[config.mk]
export PLATFORM = sky130hd
export DESIGN_NAME = ad9361_axis_capture
export DESIGN_NICKNAME = d
export VERILOG_FILES = /design/src/rtl/ad9361_axis_capture.sv
export SDC_FILE = /design/constraint.sdc
export NUM_CORES = 1
export LEC_CHECK = 0
export CAP_MARGIN = 20
export CORE_UTILIZATION = 25
export CTS_CLUSTER_SIZE = 24
export DETAILED_ROUTE_END_ITERATION = 12
export SLEW_MARGIN = 30
export SYNTH_ARGS = -nofsm -noshare
export SYNTH_HDL_FRONTEND = slang
export SYNTH_SLANG_ARGS = --single-unit
[constraint.sdc]
create_clock -name clk -period 6.7 [get_ports clk]
set_input_delay 1.34 -clock clk [delete_from_list [all_inputs] [get_ports clk]]
set_output_delay 1.34 -clock clk [all_outputs]
set_load 0.05 [all_outputs]
[src/rtl/ad9361_axis_capture.sv]
// Capture controller behind the AD9361 AXI-stream serializer. It drops a settling
// prefix, forwards a fixed-length burst with tlast, and drains upstream when idle.
module ad9361_axis_capture #(
   parameter int DATA_WIDTH   = 96,
   parameter int LENGTH_WIDTH = 16,
   parameter int SKIP_WIDTH   = 16
) (
   input  logic                    clk,
   input  logic                    rst,
   input  logic                    start,
   input  logic                    abort,
   input  logic [LENGTH_WIDTH-1:0] cfg_length,
   input  logic [SKIP_WIDTH-1:0]   cfg_skip,
   output logic                    busy,
   output logic                    done,
   output logic                    aborted,
   input  logic                    s_axis_tvalid,
   output logic                    s_axis_tready,
   input  logic [DATA_WIDTH-1:0]   s_axis_tdata,
   output logic                    m_axis_tvalid,
   input  logic                    m_axis_tready,
   output logic [DATA_WIDTH-1:0]   m_axis_tdata,
   output logic                    m_axis_tlast
);

   typedef enum logic [1:0] {IDLE, SKIP, CAPTURE, FLUSH} state_t;

   state_t                  state_q, state_d;
   logic [LENGTH_WIDTH-1:0] len_q, len_d, beat_q, beat_d;
   logic [SKIP_WIDTH-1:0]   skip_lat_q, skip_lat_d, skip_cnt_q, skip_cnt_d;
   logic [DATA_WIDTH-1:0]   m_data_q, m_data_d;
   logic                    m_valid_q, m_valid_d, m_last_q, m_last_d;
   logic                    done_q, done_d, aborted_q, aborted_d, busy_q, busy_d;
   logic                    s_ready, out_fire, last_pending;

   always_comb begin
      // NOTE: every signal gets a default first so no path can infer a latch.
      state_d      = state_q;
      len_d        = len_q;
      beat_d       = beat_q;
      skip_lat_d   = skip_lat_q;
      skip_cnt_d   = skip_cnt_q;
      m_data_d     = m_data_q;
      m_valid_d    = m_valid_q;
      m_last_d     = m_last_q;
      done_d       = 1'b0;
      aborted_d    = 1'b0;
      s_ready      = 1'b0;
      out_fire     = m_valid_q & m_axis_tready;
      last_pending = m_valid_q & m_last_q;

      case (state_q)
         IDLE: begin
            s_ready = 1'b1;
            if (start && !abort) begin
               len_d      = cfg_length;
               skip_lat_d = cfg_skip;
               skip_cnt_d = '0;
               beat_d     = '0;
               state_d    = (cfg_skip != '0) ? SKIP : CAPTURE;
            end
         end
         SKIP: begin
            s_ready = 1'b1;
            if (abort) begin
               state_d   = IDLE;
               aborted_d = 1'b1;
            end else if (s_axis_tvalid) begin
               // Compare against skip-1 so the counter never has to hold skip itself.
               if (skip_cnt_q == skip_lat_q - SKIP_WIDTH'(1)) state_d = CAPTURE;
               else skip_cnt_d = skip_cnt_q + SKIP_WIDTH'(1);
            end
         end
         CAPTURE: begin
            s_ready = ~abort & ~last_pending & (~m_valid_q | m_axis_tready);
            if (out_fire) begin
               m_valid_d = 1'b0;
               m_last_d  = 1'b0;
            end
            if (out_fire && m_last_q) begin
               done_d  = 1'b1;
               state_d = IDLE;
            end else if (abort) begin
               if (m_valid_q && !m_axis_tready) begin
                  state_d = FLUSH;
               end else begin
                  state_d   = IDLE;
                  aborted_d = 1'b1;
               end
            end else if (s_axis_tvalid && s_ready) begin
               m_valid_d = 1'b1;
               m_data_d  = s_axis_tdata;
               m_last_d  = (beat_q == len_q);
               // Hold the index at the final beat so a full-range length cannot wrap.
               if (beat_q != len_q) beat_d = beat_q + LENGTH_WIDTH'(1);
            end
         end
         FLUSH: begin
            if (out_fire) begin
               m_valid_d = 1'b0;
               m_last_d  = 1'b0;
               state_d   = IDLE;
               aborted_d = 1'b1;
            end
         end
         default: state_d = IDLE;
      endcase

      busy_d = (state_d != IDLE);
   end

   // NOTE: sequential state uses non-blocking assignments only.
   always_ff @(posedge clk or posedge rst) begin
      if (rst) begin
         state_q    <= IDLE;
         len_q      <= '0;
         beat_q     <= '0;
         skip_lat_q <= '0;
         skip_cnt_q <= '0;
         m_data_q   <= '0;
         m_valid_q  <= 1'b0;
         m_last_q   <= 1'b0;
         done_q     <= 1'b0;
         aborted_q  <= 1'b0;
         busy_q     <= 1'b0;
      end else begin
         state_q    <= state_d;
         len_q      <= len_d;
         beat_q     <= beat_d;
         skip_lat_q <= skip_lat_d;
         skip_cnt_q <= skip_cnt_d;
         m_data_q   <= m_data_d;
         m_valid_q  <= m_valid_d;
         m_last_q   <= m_last_d;
         done_q     <= done_d;
         aborted_q  <= aborted_d;
         busy_q     <= busy_d;
      end
   end

   assign s_axis_tready = s_ready;
   assign m_axis_tvalid = m_valid_q;
   assign m_axis_tdata  = m_data_q;
   assign m_axis_tlast  = m_last_q;
   assign done          = done_q;
   assign aborted       = aborted_q;
   assign busy          = busy_q;

endmodule
==> metrics.md <==
| Metric | Value |
|---|---|
| Outcome | completed |
| Reg-to-reg slack, setup | ~3.6 ns |
| Final-report setup violation count | 0 |
| Most common cell after layout, fill and taps aside | clkdlybuf4s50_1 |
| Post-synthesis compound-gate area fraction | 0.0511 |
| Simple-gate area share of the yosys netlist | 0.152 |
| Relative slew slack | 0.389 |
| P&R area growth vs syn | 44.1% |
| CP peak stage delay | ~0.86 ns |
| Async S/R FF share, synth | 1.00 |
| Clock root cell | clkbuf_16 |
| PD cells | between 200 and 250 mW/mm² |
| Leak | between 4 and 5 nW |
| Levels on crit path | 4 |
| Post-Syn Area | around 0.0075 mm² |
| Pint | 0.00174 W |
| Crit path time final | roughly 4.5 ns |
| Crit path launch type | input pin |
| # rows | 63 |
| CP delay by family, top | buffers and inverters |
| Most frequent cells in the layout | clkdlybuf4s50_1 (235), dfrtp_1 (167), nand2_1 (116), mux2_2 (97), xor2_1 (35) |
| Max Slew Vio Count | 0 |
| Die width | 175 µm |
| Critical path peak fanout | 4 |
| XOR/XNOR Fraction of Synth Area | 0.0572 |
| CP required | around 5.4 ns |
| Clock Power Share | 0.408 |
| Post-Synth Adder-Cell Area | 0.00501 |
| Net Sw Power | around 0.00062 W |
| CP most frequent cell | clkdlybuf4s50_1 |
| Finished Cell Area | about 0.011 mm² |
| CTS tree | built |
| Worst Path Buf+Inv | 2 |
| CP Cell Sequence | clkdlybuf4s50_1 -> a21boi_0 -> o31ai_1 -> clkdlybuf4s50_1 |
| Post-synth EDFFs | 0 |
| Fmax | about 220 MHz |
| Number of gates resized after cts | 0 |
| Post-Syn Nets | around 800 |
| RSZ-0062 raised after global routing | false |
| Placed cell area | 0.0102 mm² |
| Vias in the first global route | ~6000 |
| Hold_buf cts | 0 |
| CTS Buffer Depth | 2 |
| Area of the core | ~0.030 mm² |
| Ys flop type | dfrtp_1 |
| Grt total ovfl | 0 |
| Setup Buffers After CTS | 0 |
| Vias/cell | ~4.4 |
| Iter 0 DRT Violations | 270 |
| Largest family of logic cells by synthesized area | simple AND/OR/NAND/NOR gates |
| Post-DP HPWL | ~14 mm |
| Yosys cell types | 51 |
| Pin count of the biggest net entering global routing | a little under 70 |
| Clk_lat worst skew | roughly 0.44 ns |
| WL/cell | around 15 µm |
| Comb power frac | 0.123 |
| Critical-path top delay cell | clkdlybuf4s50_1 |
| N_diodes | 0 |
| Global Route Usage Sum | 0.136 |
| # IOs | about 240 |
| Tcrit/Tclk final | 0.669 |
| Slew @ Worst Pin | 0.917 ns |
| Final #Nets | 1026 |
| WS Path Type | input pin to primary output |
| Port bufs | roughly 240 |
| Flops & latches, synth | ~170 |
| CTS Sinks | about 170 |
| Syn avg cell area | between 10 and 15 µm² |
| Die area | about 0.031 mm² |
| Sequential share of power | 0.469 |
| Peak supply drop | 0.189 mV |
| Mux share of post-synthesis cell area | 0.150 |
| Via Count | between 5000 and 6000 |
| Final Skew | around 0.012 ns |
| R2R cell count | 11 |
| R2r endpoint | skip_cnt_q[0] |
| Overall Power | between 0.002 and 0.0025 W |
| Setup TNS | 0 ns |
| # DRC | 0 |
| Initial Util | 0.254 |
| Initial antenna violation count | 0 |
| Setup crit end | s_axis_tready |
| Final core occ | 0.366 |
| RePlAce Congestion | between 0.7 and 0.8 |
| Switching Fraction | 0.263 |
| First-pass GRT wire length | about 32 mm |
| Die Y | between 150 and 200 µm |
| Post-Route WL | 19.9 mm |
| Seq/Total Area, Yosys | 0.557 |
| Final ANT Viol Nets | 0 |
| Max cap viols | 0 |
| Critical Path AT | approximately 3.1 ns |
| Synth warn | 0 |
| Setup crit end kind | primary output |
| Pre-antenna DRT Iters | 6 |
| Clock buffer count from CTS | 17 |
| Hold Vio Cnt, Final | 0 |
| H-tree levels | 4 |
| Hold WC Path Type | flop to flop |
| R2R Path Start | skip_lat_q[0] |
| Ratio of cells with drive above 1 in the final layout | 0.166 |
| Synth Instances | about 660 |
| Clk slew on worst S/H paths | 0.07 ns |
| Crit path from | m_axis_tready |
-- Yosys cell counts (6+ instances only) --
master,n,area (µm²)
a21oi_1,18,90.1
and3_1,6,37.5
clkbuf_1,25,93.8
dfrtp_1,167,4180
inv_1,13,48.8
mux2_2,97,1090
nand2_1,116,435
nand3_1,13,65.1
nand4_1,14,87.6
nor2_1,25,93.8
nor3_1,9,45.0
nor4_1,14,87.6
o21ai_0,16,80.1
o31ai_1,6,45.0
or3_1,15,93.8
xnor2_1,14,123
xor2_1,35,307
-- stage by stage --
stage               cells  hold WS, ns  setup slack [ns]
detailed placement   1260        0.488              2.21
global placement     1260        0.488              2.24
global route         1291        0.520              2.13
CTS                  1291        0.507              2.21
floorplan             662        0.465             0.842
finish               1291        0.497              2.22
-- area by class of cell --
class / count / area (µm²)
clock inverters: 12 / 118
inverters: 13 / 53.8
well taps: 390 / 488
repair buffers: 240 / 2390
flip-flops and latches: 167 / 4180
fillers: 2953 / 18800
multi-input cells: 450 / 3130
clock buffers: 19 / 453
-- kinds of logic (layout without fill, tap and decap cells) --
family / after synthesis / count (layout)
simple gates: 237 / 237
flops: 167 / 167
mux: 100 / 100
compound gates: 61 / 61
xor+xnor: 49 / 49
buf+inv: 45 / 284
fa+ha+maj: 3 / 3
-- tightest hold or removal path: stages, from the launching register on --
cell and delay (ns):
dfrtp_1 0.36, nand2_1 0.05, nand2_1 0.06
-- metal layers --
metal / vias up / global-route usage / part of all wire / wire [µm]
met1: 2763 / 0.166 / 0.43 / 8470
met5: - / 0 / 0 / 0
li1: 2743 / - / - / -
met2: 196 / 0.207 / 0.46 / 9060
met4: 0 / 0.0446 / 0.011 / 227
met3: 14 / 0.0683 / 0.11 / 2110
-- power groups by stage --
stage	clock network, W	registers [W]	logic (W)
after floorplan	0	0.00112	0.000155
after global placement	0	0.00112	0.000289
after detailed placement	0	0.00112	0.000293
after CTS	0.00100	0.00111	0.000295
after global routing	0.00104	0.00111	0.000326
final	0.000963	0.00111	0.000289
-- state kept, by name, indices dropped and copies added (netlist names) --
name / flops
m_axis_tdata: 96
beat_q: 16
len_q: 16
skip_cnt_q: 16
skip_lat_q: 16
state_q: 2
aborted: 1
busy: 1
done: 1
m_axis_tlast: 1
m_axis_tvalid: 1
-- worst min path at each step --
stage | from | to | depth (start not counted)
after floorplan | len_q[0] | len_q[0] | 2
after global placement | len_q[4] | len_q[4] | 2
after detailed placement | skip_lat_q[15] | skip_lat_q[15] | 2
after CTS | len_q[4] | len_q[4] | 2
after global routing | m_axis_tdata[89] | m_axis_tdata[89] | 1
final | len_q[4] | len_q[4] | 2
Power figures use the tool's default switching activity.
==> patch: new RTL, config.mk and constraints unchanged <==
Reset style: synchronous (`rst`), changed in one clocked block.
--- a/src/rtl/ad9361_axis_capture.sv
+++ b/src/rtl/ad9361_axis_capture.sv
@@ -110,7 +110,7 @@
    end
 
    // NOTE: sequential state uses non-blocking assignments only.
-   always_ff @(posedge clk or posedge rst) begin
+   always_ff @(posedge clk) begin
       if (rst) begin
          state_q    <= IDLE;
          len_q      <= '0;
Formal check against the unedited RTL: differs if rst is asserted again (counterexample within 4 cycles, from zero or initial values and one cycle with rst high); with rst held inactive, the same outputs for 4 cycles.
==> patch against the original RTL <==
Utilization is 0.45 points higher. Sequential cell count unchanged. Cell area down 4.6%. Via count grew 21%. Power shrank 9.0%. Worst setup slack improved by 0.015 ns. Routed wire length increased by 6.5%. Area after synthesis is 5.3% lower. Critical path depth rose by 1. Combinational power shrank 35%. Clock skew barely moved. Non-clock buffer count stayed put. Register-to-register slack worse by 0.15 ns. Critical endpoint unchanged. Largest cell class is now multi-input gates.
==> patch: results (changes against the original RTL) <==
[run_status]
outcome = finished clean

[power]
p_leak_nw = 3.42  ; -30%
ir_worst_vdd_v = 0.000148  ; -22%

[layout]
drive_gt1_share_pct = 4.34  ; -12 points
fin_nets = 1253  ; +22%

[critical_path]
cpPeakStageDelay_ns = 0.84  ; -0.02 ns
cp_max_fo = 6  ; +2
r2r-start = skip_lat_q[0]
reg2reg_slack_ns = 3.41  ; -0.15 ns
arrival_ns = 3.13  ; about the same

[place]
finalWeightedCongestion = 0.774  ; +0.62%
post-dp-hpwl_um = 14700  ; +3.0%

[synthesis]
muxShareOfSynthArea_pct = 0.863  ; -14 points
synthXorXnorAreaFrac_pct = 5.30  ; -0.42 points
syn-num-nets = 1053  ; +32%
seq_area_frac_synth_pct = 47.1  ; -8.7 points
synth-adder-area-share_pct = 0.528  ; +0.028 points
synth_common_cells = nand2_1 (285), dfxtp_1 (167), a21oi_1 (153)
syn_inst = 916  ; +38%
synth_area_leaders = dfxtp_1 (47%), nand2_1 (15%), a21oi_1 (11%), xnor2_1 (3.5%), clkbuf_1 (2.7%)

[drt]
dr.pass1.iters = 5  ; -1
via_per_inst = 4.58  ; +3.4%
via_count = 6906  ; +21%

[grt]
antenna_found_initial = 1  ; +1
grt_pass1_wl_um = 33600  ; +3.8%
track_usage_pct = 14.6  ; +1.0 points
grt_pass1_vias = 6631  ; +9.9%

[timing]
worstMarginPinSlew_ns = 0.982  ; +0.0655 ns

[patch: cell count changes in the layout (fill, tap and decap cells not counted), moves of 13 or more]
cell	change
a21oi_1	+135
dfrtp_1	-167
dfxtp_1	+167
mux2_2	-96
nand2_1	+169
nor2_1	+13
xnor2_1	+14
xor2_1	-20
[patch: worst min path at each step]
stage	slack (ns)	cells after the start	start	endpoint
global route	0.47	2	m_axis_tdata[94]	m_axis_tdata[94]
floorplan	0.45	2	len_q[0]	len_q[0]
CTS	0.46	2	m_axis_tdata[5]	m_axis_tdata[5]
global placement	0.44	2	m_axis_tdata[80]	m_axis_tdata[80]
detailed placement	0.45	2	m_axis_tdata[57]	m_axis_tdata[57]
finish	0.45	2	m_axis_tdata[57]	m_axis_tdata[57]
[patch: area by class of cell]
| class | instances | area (µm²) | area share (%) |
|---|---|---|---|
| Clock buffer | 19 | 443 | 4.30 |
| Antenna cell | 1 | 2.50 | 0.0243 |
| Inverter | 12 | 45.0 | 0.437 |
| Clock inverter | 13 | 114 | 1.10 |
| Timing Repair Buffer | 240 | 2400 | 23.3 |
| Multi-Input combinational cell | 678 | 3490 | 33.8 |
| Tap cell | 378 | 473 | 4.59 |
| Sequential cell | 167 | 3340 | 32.4 |
[patch: power by group through the flow]
stage / Sequential [W] / Combinational [W] / Clock (W)
2_1_floorplan: 0.00103 / 0.0000867 / 0
3_3_place_gp: 0.00104 / 0.000188 / 0
3_5_place_dp: 0.00104 / 0.000189 / 0
4_1_cts: 0.00101 / 0.000190 / 0.000975
5_1_grt: 0.00101 / 0.000207 / 0.00102
6_report: 0.00101 / 0.000189 / 0.000944
[patch: per-stage QoR]
| step | worst slack, ns | hold WS (ns) | power, W | utilization [%] |
|---|---|---|---|---|
| detailed placement | 2.13 | 0.448 | 0.00123 | 35.0 |
| global route | 2.13 | 0.470 | 0.00224 | 37.0 |
| global placement | 2.20 | 0.441 | 0.00123 | 34.9 |
| finish | 2.23 | 0.453 | 0.00215 | 37.0 |
| CTS | 2.21 | 0.456 | 0.00218 | 37.0 |
| floorplan | 3.22 | 0.449 | 0.00112 | - |
[patch: per-layer routing]
layer	share of wire (%)	track usage, %	vias to the layer above	routed length (µm)
met5	0	0	-	0
met4	1.2	4.03	0	261
met3	9.4	6.80	17	1990
met2	47	23.7	208	9920
met1	43	17.1	3176	9000
li1	-	-	3505	-
[patch: worst reg2reg max path, stage by stage, from the launching register on]
cell and delay (ns):
dfxtp_1 0.36, inv_1 0.07, ha_1 0.33, or4b_4 0.53
or3_4 0.36, a2111oi_4 0.26, nor2_1 0.09, and4b_1 0.30
and2_4 0.25, or4_1 0.52, a21oi_1 0.15
